File: src/rtl/seq_pkg.sv
// Shared types for the instruction sequencer: opcode and state encodings, field widths.
package seq_pkg;

    localparam int PC_W      = 10;
    localparam int OPCODE_W  = 4;
    localparam int OPERAND_W = 6;
    localparam int INSTR_W   = OPCODE_W + OPERAND_W;

    typedef enum logic [OPCODE_W-1:0] {
        OP_RESULT             = 4'd0,
        OP_SET_IMMEDIATE      = 4'd1,
        OP_LOAD               = 4'd2,
        OP_STORE              = 4'd3,
        OP_JUMP_BACK_OR_INIT  = 4'd4,
        OP_ADD                = 4'd5,
        OP_SUB                = 4'd6,
        OP_AND                = 4'd7,
        OP_OR                 = 4'd8,
        OP_JUMP_OR_INIT_FP    = 4'd9,
        OP_SKIP_IF_NOT_ONE    = 4'd10,
        OP_XOR                = 4'd11,
        OP_SHL                = 4'd12,
        OP_SHR                = 4'd13,
        OP_RETURN             = 4'd14,
        OP_ILLEGAL            = 4'd15
    } opcode_e;

    typedef enum logic [2:0] {
        S_IDLE,
        S_FETCH,
        S_DECODE,
        S_EXEC,
        S_HALT
    } state_e;

    // Opcodes handed to the datapath; everything else is resolved inside the sequencer.
    function automatic logic is_exec_op(input opcode_e op);
        case (op)
            OP_JUMP_BACK_OR_INIT, OP_JUMP_OR_INIT_FP, OP_SKIP_IF_NOT_ONE,
            OP_RETURN, OP_ILLEGAL: is_exec_op = 1'b0;
            default:               is_exec_op = 1'b1;
        endcase
    endfunction

endpackage

File: src/rtl/seq_next_pc.sv
// Combinational next-PC generator; all arithmetic wraps modulo 2**PC_W.
module seq_next_pc
    import seq_pkg::*;
(
    input  logic [PC_W-1:0]      pc,
    input  logic [OPCODE_W-1:0]  opcode,
    input  logic [OPERAND_W-1:0] operand,
    input  logic                 flag,
    output logic [PC_W-1:0]      next_pc
);

    logic [PC_W-1:0] opd_ext;
    logic [PC_W-1:0] pc_inc;

    assign opd_ext = PC_W'(operand);
    assign pc_inc  = pc + PC_W'(1);

    always_comb begin
        next_pc = pc_inc;
        case (opcode_e'(opcode))
            OP_JUMP_BACK_OR_INIT: next_pc = pc - opd_ext;
            OP_JUMP_OR_INIT_FP:   next_pc = pc + opd_ext;
            OP_SKIP_IF_NOT_ONE:   next_pc = flag ? pc_inc : pc + PC_W'(2);
            OP_RETURN:            next_pc = pc;
            default:              next_pc = pc_inc;
        endcase
    end

endmodule

File: src/rtl/instr_sequencer.sv
// Fetch/decode/execute sequencer with handshaked instruction memory and datapath.
// Define SEQ_ILLEGAL_TRAP_EN to trap opcode 15 into HALT with a sticky illegal_op.
module instr_sequencer
    import seq_pkg::*;
(
    input  logic                 clk,
    input  logic                 rst_n,
    input  logic                 start,
    output logic                 imem_req,
    output logic [PC_W-1:0]      imem_addr,
    input  logic                 imem_ack,
    input  logic [INSTR_W-1:0]   imem_data,
    output logic [OPCODE_W-1:0]  opcode,
    output logic [OPERAND_W-1:0] operand,
    output logic                 exec_valid,
    input  logic                 exec_done,
    input  logic                 flag,
    output logic                 halted,
    output logic                 illegal_op
);

    state_e          state;
    logic [PC_W-1:0] pc;
    logic [PC_W-1:0] npc;

    assign imem_addr = pc;

    seq_next_pc u_next_pc (
        .pc      (pc),
        .opcode  (opcode),
        .operand (operand),
        .flag    (flag),
        .next_pc (npc)
    );

`ifndef SEQ_ILLEGAL_TRAP_EN
    assign illegal_op = 1'b0;
`endif

    always_ff @(posedge clk or negedge rst_n) begin
        if (!rst_n) begin
            state      <= S_IDLE;
            pc         <= '0;
            opcode     <= '0;
            operand    <= '0;
            imem_req   <= 1'b0;
            exec_valid <= 1'b0;
            halted     <= 1'b0;
`ifdef SEQ_ILLEGAL_TRAP_EN
            illegal_op <= 1'b0;
`endif
        end else begin
            case (state)
                S_IDLE: begin
                    if (start) begin
                        pc       <= '0;
                        imem_req <= 1'b1;
                        state    <= S_FETCH;
                    end
                end
                S_FETCH: begin
                    if (imem_ack) begin
                        opcode   <= imem_data[INSTR_W-1:OPERAND_W];
                        operand  <= imem_data[OPERAND_W-1:0];
                        imem_req <= 1'b0;
                        state    <= S_DECODE;
                    end
                end
                S_DECODE: begin
                    if (is_exec_op(opcode_e'(opcode))) begin
                        exec_valid <= 1'b1;
                        state      <= S_EXEC;
                    end else if (opcode == OP_RETURN) begin
                        halted <= 1'b1;
                        state  <= S_HALT;
`ifdef SEQ_ILLEGAL_TRAP_EN
                    end else if (opcode == OP_ILLEGAL) begin
                        illegal_op <= 1'b1;
                        halted     <= 1'b1;
                        state      <= S_HALT;
`endif
                    end else begin
                        // Control flow (and untrapped opcode 15) refetches from the new PC.
                        pc       <= npc;
                        imem_req <= 1'b1;
                        state    <= S_FETCH;
                    end
                end
                S_EXEC: begin
                    if (exec_done) begin
                        exec_valid <= 1'b0;
                        pc         <= npc;
                        imem_req   <= 1'b1;
                        state      <= S_FETCH;
                    end
                end
                S_HALT: ;
                default: state <= S_IDLE;
            endcase
        end
    end

endmodule

File: config.mk
export PLATFORM = sky130hd
export DESIGN_NAME = instr_sequencer
export DESIGN_NICKNAME = d
export VERILOG_FILES = /design/src/rtl/seq_pkg.sv /design/src/rtl/seq_next_pc.sv /design/src/rtl/instr_sequencer.sv
export SDC_FILE = /design/constraint.sdc
export NUM_CORES = 1
export LEC_CHECK = 0
export BUFFER_PORTS_ARGS = -buffer_cell sky130_fd_sc_hd__buf_4
export CORE_ASPECT_RATIO = 1.4
export CORE_MARGIN = 3
export CORE_UTILIZATION = 47
export CTS_CLUSTER_SIZE = 10
export DETAILED_ROUTE_END_ITERATION = 8
export PLACE_DENSITY = 0.74
export SETUP_SLACK_MARGIN = 0.02
export SLEW_MARGIN = 5
export SYNTH_ARGS = -nofsm -noshare
export SYNTH_HDL_FRONTEND = slang
export SYNTH_SLANG_ARGS = --single-unit
File: constraint.sdc
create_clock -name clk -period 3.3 [get_ports clk]
set_input_delay 0.165 -clock clk [delete_from_list [all_inputs] [get_ports clk]]
set_output_delay 0.165 -clock clk [all_outputs]
set_load 0.01 [all_outputs]
==> results.md, run 1 <==
Synth:
- The average footprint of a synthesized cell is 8.56 µm².
- In the synthesized netlist the dominant register cell turns out to be dfrtp_1.
- The distinct cell type count after synthesis is 65.
- For this run, the number of Yosys warnings is 0.
- Counting flops with an async set or reset pin after synthesis yields a share of 100%.
- Sequential elements use 27.0% of the synthesized area.
- In the synthesized netlist, the number of instances is 281.
- Counting flops and latches in the post-synthesis netlist gives 26.
- The post-synthesis cell area is 0.00241 mm².
- Yosys mapped a number of flops with a built-in enable equal to 0.
- The number of nets handed over by synthesis was 311.

Drt:
- The number of antenna-violating nets in the routed design is 0.
- After detailed routing, the number of vias per cell comes to 6.22.
- The uppermost metal layer occupied by signal nets is met4.
- The pre-antenna-repair detailed-routing pass consisted of 5 iterations.
- The final layout contains routed wiring with a total length of 6.46 mm.
- The first routing iteration left 182 violations.
- Detailed routing placed a total of 283 µm of wire on met3.
- The wire length on met2 is 3.42 mm.
- The via count is 2,346.
- The per-cell routed wire length is 17.1 µm.
- The remaining design rule violation count is 0.
- After detailed routing, the wire length on met1 is 2.67 mm.

STA:
- The final count of negative-setup-slack endpoints is 0.
- After layout, the worst path uses 90.1% of the clock period.
- For this run, the top clock speed supported by timing is 336 MHz.
- The final-report hold violation count came to 0.
- The final-layout setup total negative slack is 0 ns.
- The worst pin sits at a relative slew slack of 56.8%.
- The time the worst path needs with I/O delays and setup is 2.97 ns.
- The measured slew at the worst slew-check pin is 0.646 ns.
- For the final database, setup skew stands at 0.00893 ns.
- The final count of pins violating max slew is 0.
- Setup repair after global routing left no endpoint under its margin.

Global routing:
- The via count of the first global-routing pass came to 2,217.
- The all-layer global routing usage is 21.8%.
- The first-pass GRT wire length is 10.6 mm.
- For this run the aggregate overflow at the end of global routing stands at 0.
- The initial antenna violation count came to 0.
- Entering global routing, the biggest net connects 27 pins.

Setup path:
- For the worst setup path, the data arrival time is 3.14 ns.
- For this run, the slowest stage of the critical path takes 0.53 ns.
- Traced cell by cell, the critical path runs through nand4bb_1 > nand2_1 > o21ai_1 > fa_1 > a211oi_1 > o31ai_1 > a31oi_1 > mux2i_1 > a221oi_1.
- The worst register-to-register path has a depth of 9.
- On the critical path, the stage with the largest delay is an instance of dfrtp_1.
- The number of buffers and inverters on the critical path is 0.
- The worst path required time is 3.46 ns.
- The largest driver fanout on the critical path is 14.
- The cell count along the critical path is 9.
- In this design, the largest share of critical-path delay is due to compound AO/OA/AOI/OAI gates.
- The critical path in this run is classified as register to register.
- The worst setup path is captured at a register.
- The worst setup path is launched from a register.

Layout:
- The synthesis-to-finish area growth is 15.6%.
- The number of antenna diodes in the final layout is 0.
- For this run, the share of the core covered by cells in the final layout is 57.0%.
- After routing the design area is 0.00278 mm².
- The share of cells above drive strength 1 is 22.4%.
- The number of nets in the layout is 345.

Clocking:
- The maximum level of the CTS H-tree is 1.
- For the worst-skew pair, the clock arrives at the later sink with an insertion delay of 0.27 ns.
- Clock tree synthesis selected as its root buffer the cell clkbuf_8.
- TritonCTS built the clock tree.
- The clock passes through at most 2 buffers.
- The number of buffers added by the clock tree synthesis step is 3.
- The number of setup buffers added after CTS is 0.
- The clock-pin transition on the worst setup and hold timing paths is 0.10 ns.
- The tree built by TritonCTS fans out to 26 sinks.

Floorplan:
- The die covers 0.00603 mm².
- The die is 66.5 µm wide.
- The core area is 0.00488 mm².
- The row count is 30.
- The I/O pin count is 40.
- The die is 90.7 µm tall.
- The effective utilization at floorplan is 49.3%.

Placed design:
- The total cell area at the placement stage is 0.00273 mm².
- The quantity of I/O buffers inserted on ports is 38.
- Routability-driven placement finished with a final weighted congestion of 0.911.
- The wire-length estimate of the detail-placed layout is 4.95 mm.

Pwr:
- Across the VDD grid, the largest voltage drop is 0.545 mV.
- For this design the static power due to leakage is 1.21 nW.
- The total power consumption of the routed design is 2.83 mW.
- In this run the power density over the cells is 1020 mW/mm².

Outcome:
- The run finished with clean final reports.

Worst hold path:
- The number of instances on the worst hold path is 3.
- The kind of path behind the tightest hold check is input port to register.

Run:
- The total of max-cap violations is 0.
-- tightest hold or removal path, stage by stage --
cell and delay (ns):
buf_4 0.08, nand2_1 0.03, o21ai_0 0.06
-- cell type report --
type	instances	area, µm²
Sequential cell	26	651
Tap cell	64	80.1
Timing Repair Buffer	45	340
Multi-Input combinational cell	229	1630
Fill cell	467	2100
Inverter	10	37.5
Clock buffer	3	41.3
-- layout by cell type, fill, tap and decap left out, types with 3 or more instances in the layout --
cell type,n
a21o_1,5
nand3_1,11
and2_1,4
a221oi_1,3
dfrtp_1,26
xor2_1,4
inv_1,10
mux2i_1,6
a211oi_1,9
buf_4,44
nor3_1,10
xnor2_1,4
clkbuf_8,3
o21ai_0,16
o21ai_1,4
nand2_1,23
o211ai_1,3
o31ai_1,6
nand4bb_1,3
nand4_1,4
and3_1,3
a31o_2,3
a21oi_1,21
mux2_2,9
ha_1,13
nor2_1,19
-- power breakdown --
group	internal (mW)	leakage, nW	switching (mW)
Combinational	0.872	0.860	1.06
Clock	0.0820	0.0216	0.106
Sequential	0.449	0.325	0.260
Total	1.40	1.21	1.43
-- kinds of logic after synthesis --
| logic type | share of synthesized area, % |
|---|---|
| other | 0.156 |
| XOR/XNOR | 2.91 |
| AND/OR/NAND/NOR | 22.0 |
| multiplexers | 6.71 |
| AO/OA/AOI/OAI | 28.1 |
| flip-flops | 27.0 |
| adder cells (fa/ha/maj) | 7.59 |
| buffers and inverters | 5.41 |
-- registers in the layout, indices dropped and copies added (netlist names) --
register	flops
exec_valid	1
opcode	4
imem_addr	10
operand	6
halted	1
state	3
imem_req	1
-- worst paths after layout --
| path | slack (ns) | end | from |
|---|---|---|---|
| setup / recovery | 0.33 | imem_addr[8] | opcode[2] |
| hold / removal | 0.1 | operand[1] | imem_data[1] |
| setup reg to reg | 0.33 | imem_addr[8] | opcode[2] |
| hold reg to reg | 0.49 | halted | halted |
| max in group asynchronous | 2.71 | state[0] | rst_n |
| min in group asynchronous | 0.34 | operand[5] | rst_n |
-- per-layer routing --
| layer | vias up | track usage [%] |
|---|---|---|
| met4 | 0 | 6.95 |
| met2 | 77 | 38.6 |
| met1 | 1115 | 26.8 |
| met3 | 8 | 2.49 |
| li1 | 1146 | - |
| met5 | - | 0 |
-- cell usage after synthesis (5+ instances only) --
master    count  share of area (%)
clkbuf_1      7                1.1
nor3_1       10                2.1
a21o_1        5                1.6
inv_1        10                1.6
ha_1         13                6.8
dfrtp_1      26                 27
nand2_1      23                3.6
o31ai_1       6                1.9
buf_2         5                1.0
o21ai_0      17                3.5
mux2_2        9                4.2
mux2i_1       6                2.5
a21oi_1      21                4.4
a211oi_1      9                2.8
nor2_1       19                3.0
nand3_1      11                2.3
-- per-stage QoR --
step | std cells | setup WS, ns | hold WS, ns
after floorplan | 281 | 0.466 | -0.131
final | 377 | 0.326 | 0.0995
after CTS | 377 | 0.218 | 0.0996
after global placement | 373 | 0.304 | 0.105
after global routing | 377 | 0.0788 | 0.101
after detailed placement | 373 | 0.277 | 0.105
-- repair_timing --
| action | 4_1_cts | 5_1_grt |
|---|---|---|
| endpoints found under the setup margin | 0 | 1 |
| hold buffers | 1 | 0 |
| resized for setup | 0 | 1 |
| endpoints found under the hold margin | 26 | 0 |
(Power assumes the default switching activity.)
==> inputs of run 2 (changes only) <==
- SYNTH_HIERARCHICAL: not set -> 1
==> run 2 against run 1 <==
Die area down 0.20%. Maximum frequency down 3.6%. First-iteration DRC count down 51%. Cell area up 1.3%. Core utilization up 0.74 points. Combinational power up 7%. Synthesized area down 0.21%. Wire length down 11%. Setup slack worse by 0.11 ns. Synthesized cell count down 2.8%. Via count down 9.5%. Count of clock-buffer cells in the layout unchanged. Largest cell class unchanged. Largest power group unchanged. Highest routed layer unchanged.
==> results.md, run 2 <==
Outcome:
- The run finished with clean final reports.

Pwr:
- The cell leakage power is 1.21 nW.
- Net switching is 47.7% of the power.
- The sequential power share is 22.9%.
- Summed over all nets, the switching power comes to 1.44 mW.
- The power density over cell area is 1070 mW/mm².
- The peak supply drop is 0.576 mV.
- The internal power of the cells totals 1.58 mW.
- In this run, the clock network consumes 9.1% of the power.
- The fraction of power consumed by combinational cells is 68.0%.

Floorplan:
- The I/O pin count is 40.
- The total area inside the core boundary comes to 0.00488 mm².
- The floorplan step set the die width to 66.4 µm.
- In this run the vertical extent of the chip is 90.6 µm.
- For this configuration, the core starts out at a cell density of 49.2%.
- After floorplanning, the core was divided into 30 placement rows.
- The floorplan step defined a die boundary enclosing 0.00601 mm².

Synth:
- Summed over its instances, the top area cell type makes up 27.1% of the synthesized netlist area.
- By instance count, the leading cell after synthesis is nand2_1.
- The share of the Yosys chip area taken by registers is 27.1%.
- The average instance in the mapped netlist occupies 8.80 µm².
- The synthesized netlist net count is 302.
- The number of synthesized flops with an enable pin is 0.
- The async set-or-reset flop fraction in the synthesized netlist is 100%.
- The total of warnings raised by yosys is 6.
- Ranked by instance count, the synthesized netlist is headed by nand2_1, dfrtp_1, inv_1, a21oi_1, nor2_1.
- Synthesis handed over a netlist of 273 instances.
- The prevailing post-synth register cell is dfrtp_1.
- The distinct cell type count after synthesis is 65.
- The synthesized netlist occupies a cell area of 0.00240 mm².
- The top cell type by total area after synthesis is dfrtp_1.
- By area the synthesized netlist is led by dfrtp_1, ha_1, mux2i_1.
- The register bit count reported by yosys is 26.

Clocking:
- After clock tree synthesis, the clock-pin slew on the worst setup and hold paths is 0.10 ns.
- In this run the number of H-tree levels came out at 1.
- The longest clock path from root to sink contains 2 buffers.
- The tree built by TritonCTS fans out to 26 sinks.
- The clock insertion delay at the later pin of the skew report is 0.28 ns.
- The number of clock buffers added by TritonCTS is 3.
- The clock root buffer master is clkbuf_8.
- Gates resized during post-CTS repair numbered 0.
- The TritonCTS clock tree is built.

STA:
- The final-layout setup total negative slack is 0 ns.
- The final-report hold violation count is 0.
- Dividing the final minimum period by the clock period gives 93.5%.
- The clock period could shrink to 3.09 ns.
- At the pin with the least slew margin, the transition time is 1.21 ns.
- Setup repair after global routing left no endpoint under its margin.
- The relative slew slack is 19.2%.
- The peak clock frequency supported by timing is 324 MHz.
- The final count of pins violating max slew is 0.
- The final count of negative-setup-slack endpoints is 0.
- Across the routed clock network, the largest skew measured is 0.00375 ns.

Layout:
- In the layout the commonest cells are buf_4, nand2_1, dfrtp_1, inv_1, a21oi_1.
- The share of cells above drive strength 1 is 23.5%.
- The multi-input gate area in the final layout is 0.00160 mm².
- The count of fill cells added during filler insertion is 445.
- The register area is 651 µm².
- The flip-flop count of the largest register, all copies and words added is 10.
- Excluding fillers, the count of instances in the completed layout stands at 374.
- Leaving out fill and tap cells, the most frequent cell in the layout is buf_4.
- The synthesis-to-finish area growth is 17.4%.
- The number of antenna diodes in the final layout is 0.
- The number of nets in the layout is 340.

Drt:
- The via count is 2,124.
- In this run the remaining antenna-violating nets after routing total 0.
- The remaining design rule violation count is 0.
- The detailed-router iteration count before antenna repair is 4.
- Using the TritonRoute via totals, the vias-per-cell ratio works out to 5.68.
- In this run, the number of DRC markers left after iteration 0 of detailed routing was 89.
- The total routed wirelength is 5.78 mm.
- Dividing the detail-routed wire length by the instance count gives 15.5 µm.

Setup path:
- The critical path goes through nor3b_2 > and2_4 > mux2_2 > ha_1 > a21oi_1 > nor2b_1 > a311o_1 > a31oi_4 > o21ai_0 > a211o_1 > nand2_1 > mux2i_1.
- The delay of the slowest cell on the worst path is 0.41 ns.
- The worst register-to-register path has a depth of 12.
- The sort of element at the end of the critical path is a register.
- The element type at the critical path start is a register.
- The cell with the largest stage delay on the worst path is a311o_1.
- The critical path crosses 12 cells after its start point.
- The worst path required time is 3.43 ns.
- The worst setup path is of the register to register kind.
- The largest driver fanout on the critical path is 9.
- The kind of cell with the highest combined delay on the critical path is compound AO/OA/AOI/OAI gates.
- The number of buffer and inverter instances along the worst setup path is 0.
- At the worst endpoint, the arrival time is 3.21 ns.

Worst hold path:
- The number of instances on the worst hold path is 2.
- The kind of path behind the tightest hold check is input port to register.

Global routing:
- Global routing used 20.9% of the available tracks.
- The first global-routing pass estimated 9.81 mm of wire.
- Entering global routing, the biggest net connects 27 pins.
- The total overflow left after global routing is 0.
- The initial antenna violation count was 0.
- The via count of the first global-routing pass is 2,052.

Run:
- Max-cap violations in this run came to 0.

Placed design:
- After legalization and detailed placement, the total HPWL measured 4.32 mm.
- The total instance count after detailed placement is 369.
- Input and output buffers added on the ports amount to 38.
- The congestion estimate from routability-driven global placement came to 0.901.
==> run 2: cell count changes after synthesis, moves of 5 or more <==
cell	previous run	this run
inv_1	10	21
nand3_1	11	3
xor2_1	4	11
a211oi_1	9	3
mux2i_1	6	12
nand2_1	23	29
o21ai_0	17	11
o31ai_1	6	0
clkbuf_1	7	2
==> run 2: layer usage <==
layer / vias up / wire length [µm] / part of all wire [%] / global-route usage [%]
met3: 15 / 222 / 3.8 / 3.24
met2: 51 / 3020 / 52 / 35.4
met4: 0 / 198 / 3.4 / 8.98
met1: 1005 / 2340 / 41 / 25.4
met5: - / 0 / 0 / 0
li1: 1053 / - / - / -
==> run 2: power groups by stage <==
stage               registers [mW]  logic (mW)  clock network, mW
floorplan                    0.707        1.47                  0
global placement             0.695        2.01                  0
detailed placement           0.700        2.04                  0
CTS                          0.694        2.06              0.287
global route                 0.726        2.27              0.301
finish                       0.693        2.06              0.275
==> run 2: timing repair <==
item	in CTS	in global routing
setup buffers	0	0
hold endpoints to repair	26	0
hold buffers	1	0
==> run 2: worst paths after layout <==
| kind | endpoint | slack [ns] | start |
|---|---|---|---|
| hold reg to reg | halted | 0.47 | halted |
| setup / recovery | imem_addr[9] | 0.21 | opcode[2] |
| setup reg to reg | imem_addr[9] | 0.21 | opcode[2] |
| hold / removal | operand[2] | 0.09 | imem_data[2] |
| max in group asynchronous | opcode[0] | 2.71 | rst_n |
| min in group asynchronous | operand[4] | 0.33 | rst_n |
==> run 2: logic make-up after synthesis <==
logic type / synth area share (%)
adder cells (fa/ha/maj): 7.09
buffers and inverters: 6.10
flip-flops: 27.1
AO/OA/AOI/OAI: 22.6
AND/OR/NAND/NOR: 20.3
XOR/XNOR: 6.57
other: 0.156
multiplexers: 10.2
==> run 2: cell type report <==
| cell class | instances | share of cell area [%] |
|---|---|---|
| repair buffers | 44 | 11.8 |
| inverters | 21 | 2.80 |
| well taps | 64 | 2.84 |
| flip-flops and latches | 26 | 23.1 |
| clock inverters | 1 | 1.07 |
| clock buffers | 3 | 1.47 |
| multi-input cells | 215 | 56.9 |
==> run 2: per-stage QoR <==
stage	setup WS [ns]	power, mW	util (%)	hold slack, ns	instance area [µm²]
floorplan	0.291	2.18	-	-0.131	2400
global placement	0.289	2.70	56.1	0.101	2740
detailed placement	0.220	2.74	56.1	0.104	2740
CTS	0.204	3.04	57.7	0.0835	2820
global route	0.0689	3.30	57.7	0.0753	2820
finish	0.213	3.03	57.7	0.0915	2820
==> inputs of run 3 (changes only) <==
==> constraint.sdc (replaced) <==
create_clock -name clk -period 3.3 [get_ports clk]
set_input_delay 0.495 -clock clk [delete_from_list [all_inputs] [get_ports clk]]
set_output_delay 0.495 -clock clk [all_outputs]
set_load 0.01 [all_outputs]
==> run 3 against run 2 <==
Clock power about the same. Wire length is 0.17% higher. Cell area shrank 0.36%. Cell count decreased by 0.27%. Non-clock buffer count fell by 1. Maximum frequency is essentially flat. Sequential cell count did not move. Setup slack worse by 0.0023 ns. Total power about the same. Largest cell class unchanged.
==> results.md, run 3 (synthesis gave the netlist of run 2 again) <==
Layout:
- The area of all placed cells without fillers is 0.00281 mm².
- Compared with the post-synthesis result, the final layout area differs by 16.9%.
- In the layout the commonest cells are buf_4, nand2_1, dfrtp_1, inv_1, a21oi_1.
- The commonest non-fill, non-tap cell in the layout is buf_4.
- The number of cells in the finished layout apart from fillers is 373.
- At the end of the flow, the number of nets in the layout was 339.
- Cells with a size suffix above 1 make up 23.6% of the layout.
- The flip-flop count of the largest register, all copies and words added is 10.
- The number of antenna diodes in the final layout is 0.

Placed design:
- The quantity of I/O buffers inserted on ports is 38.
- Summing all placed instances gives a cell area of 0.00274 mm².
- The half-perimeter wire length after detailed placement is 4.32 mm.
- Before CTS, the worst setup slack after placement is 0.220 ns.
- Routability-driven placement finished with a final weighted congestion of 0.901.
- The total instance count after detailed placement is 369.

Clocking:
- The cts-stage hold buffer count is 0.
- In this run, post-CTS repair resized a total of 0 instances.
- The clock-pin transition on the worst setup and hold timing paths is 0.10 ns.
- The number of buffers added by the clock tree synthesis step is 3.
- The clock reaches the later pin of the worst-skew pair after 0.28 ns.
- The maximum buffer depth of the clock tree is 2.
- The clock root buffer master is clkbuf_8.
- The TritonCTS clock tree is built.
- In this run the post-CTS setup repair buffer count came out at 0.
- The number of clock sinks seen by CTS is 26.
- CTS built an H-tree with a depth of 1.

STA:
- The final count of pins violating max slew is 0.
- The slack of the critical path is 0.211 ns.
- On the final layout, the worst clock skew is 0.00405 ns.
- Setup violations remaining at the end of the flow were counted as 0.
- In the finished design, the share of the clock period the worst path needs comes to 93.6%.
- The worst pin sits at a relative slew slack of 19.3%.
- The final-report hold violation count came to 0.
- At the pin with the least slew margin, the transition time is 1.21 ns.
- Static timing analysis puts the maximum clock frequency at 324 MHz.
- Setup repair after global routing left no endpoint under its margin.
- For the final routed database, the setup TNS stands at 0 ns.
- The time the worst path needs with I/O delays and setup is 3.09 ns.

Setup path:
- The critical path start-end classification is register to register.
- The cell with the largest stage delay on the worst path is a311o_1.
- STA classifies the critical path endpoint as a register.
- The delay of the slowest cell on the worst path is 0.41 ns.
- Of all nets on the critical path, the largest fanout is 9.
- The worst setup path is launched from a register.
- The number of buffer and inverter instances along the worst setup path is 0.
- For the worst setup path, the data arrival time is 3.22 ns.
- For the worst setup path, the data required time is 3.43 ns.
- Walking the worst path, the cells encountered are nor3b_2 > and2_4 > mux2_2 > ha_1 > a21oi_1 > nor2b_1 > a311o_1 > a31oi_4 > o21ai_0 > a211o_1 > nand2_1 > mux2i_1.
- Broken down by cell family, the worst path's largest delay share belongs to compound AO/OA/AOI/OAI gates.

Outcome:
- The flow ran to the end, and the final reports show no timing, DRC or antenna violations.

Floorplan:
- The floorplan die area is 0.00601 mm².
- The core area is 0.00488 mm².
- The overall die width is 66.4 µm.
- The effective utilization at floorplan is 49.2%.
- The I/O pin count is 40.
- In this run the vertical extent of the chip is 90.6 µm.
- The row count is 30.

Pwr:
- Summing internal, switching and leakage power gives 3.03 mW.
- The worst-case IR drop observed on VDD is 0.577 mV.
- Power spread over the standard cell area amounts to 1080 mW/mm².
- The cell leakage power is 1.21 nW.

Global routing:
- The initial antenna violation count is 0.
- The via count of the first global-routing pass was 2,045.
- The all-layer global routing usage is 20.8%.
- Entering global routing, the biggest net connects 27 pins.
- The first-pass GRT wire length is 9.78 mm.
- The global-route congestion overflow total is 0.

Drt:
- The count of nets left with antenna violations once routing finished came out at 0.
- The per-cell routed wire length is 15.5 µm.
- The detailed-router iteration count before antenna repair is 4.
- For this run, design rule violations remaining after detail routing come to 0.
- After detailed routing, the number of vias per cell comes to 5.62.
- The total routed wirelength is 5.79 mm.
- The via count is 2,095.
- The first routing iteration left 94 violations.

Worst hold path:
- The kind of path behind the tightest hold check is input port to async pin.

Run:
- The tool flagged a number of max-cap violations equal to 0.
==> run 3: changes by cell type in the layout (fill, tap and decap cells not counted), sizes merged <==
cell,before,now
dlygate4sd3,1,0
==> run 3: area by class of cell <==
class | instances | area (µm²)
Inverter | 21 | 78.8
Clock buffer | 3 | 41.3
Sequential cell | 26 | 651
Timing Repair Buffer | 43 | 323
Clock inverter | 1 | 30.0
Fill cell | 446 | 2070
Tap cell | 64 | 80.1
Multi-Input combinational cell | 215 | 1600
==> run 3: worst register-to-register path, cell delays in order, from the launching register on <==
cell and delay, ns:
dfrtp_1 0.40, nor3b_2 0.23, and2_4 0.27, mux2_2 0.37, ha_1 0.27, a21oi_1 0.15, nor2b_1 0.07, a311o_1 0.41
a31oi_4 0.25, o21ai_0 0.12, a211o_1 0.26, nand2_1 0.06, mux2i_1 0.07
==> run 3: stage by stage <==
stage               hold WS, ns  utilization (%)
finish                    0.110             57.5
global route              0.114             57.5
CTS                       0.117             57.5
detailed placement        0.434             56.1
global placement          0.431             56.1
floorplan                 0.199                -
==> run 3: worst paths after layout <==
kind | startpoint | endpoint | slack, ns | cells after the start
setup / recovery | opcode[2] | imem_addr[9] | 0.21 | 12
hold / removal | rst_n | operand[4] | 0.11 | 1
setup reg to reg | opcode[2] | imem_addr[9] | 0.21 | 12
hold reg to reg | halted | halted | 0.47 | 1
max in group asynchronous | rst_n | opcode[0] | 2.93 | 1
min in group clk | imem_data[2] | operand[2] | 0.42 | 2
==> run 3: power by group <==
part / switching [mW] / internal (mW) / leakage (nW)
Combinational: 1.09 / 0.966 / 0.847
Sequential: 0.239 / 0.454 / 0.326
Clock: 0.112 / 0.163 / 0.0357
==> run 3: layer usage <==
| layer | share of wire (%) | GRT usage [%] |
|---|---|---|
| met1 | 41 | 25.4 |
| met2 | 52 | 35.2 |
| met3 | 3.6 | 3.24 |
| met4 | 3.4 | 8.98 |
| met5 | 0 | 0 |
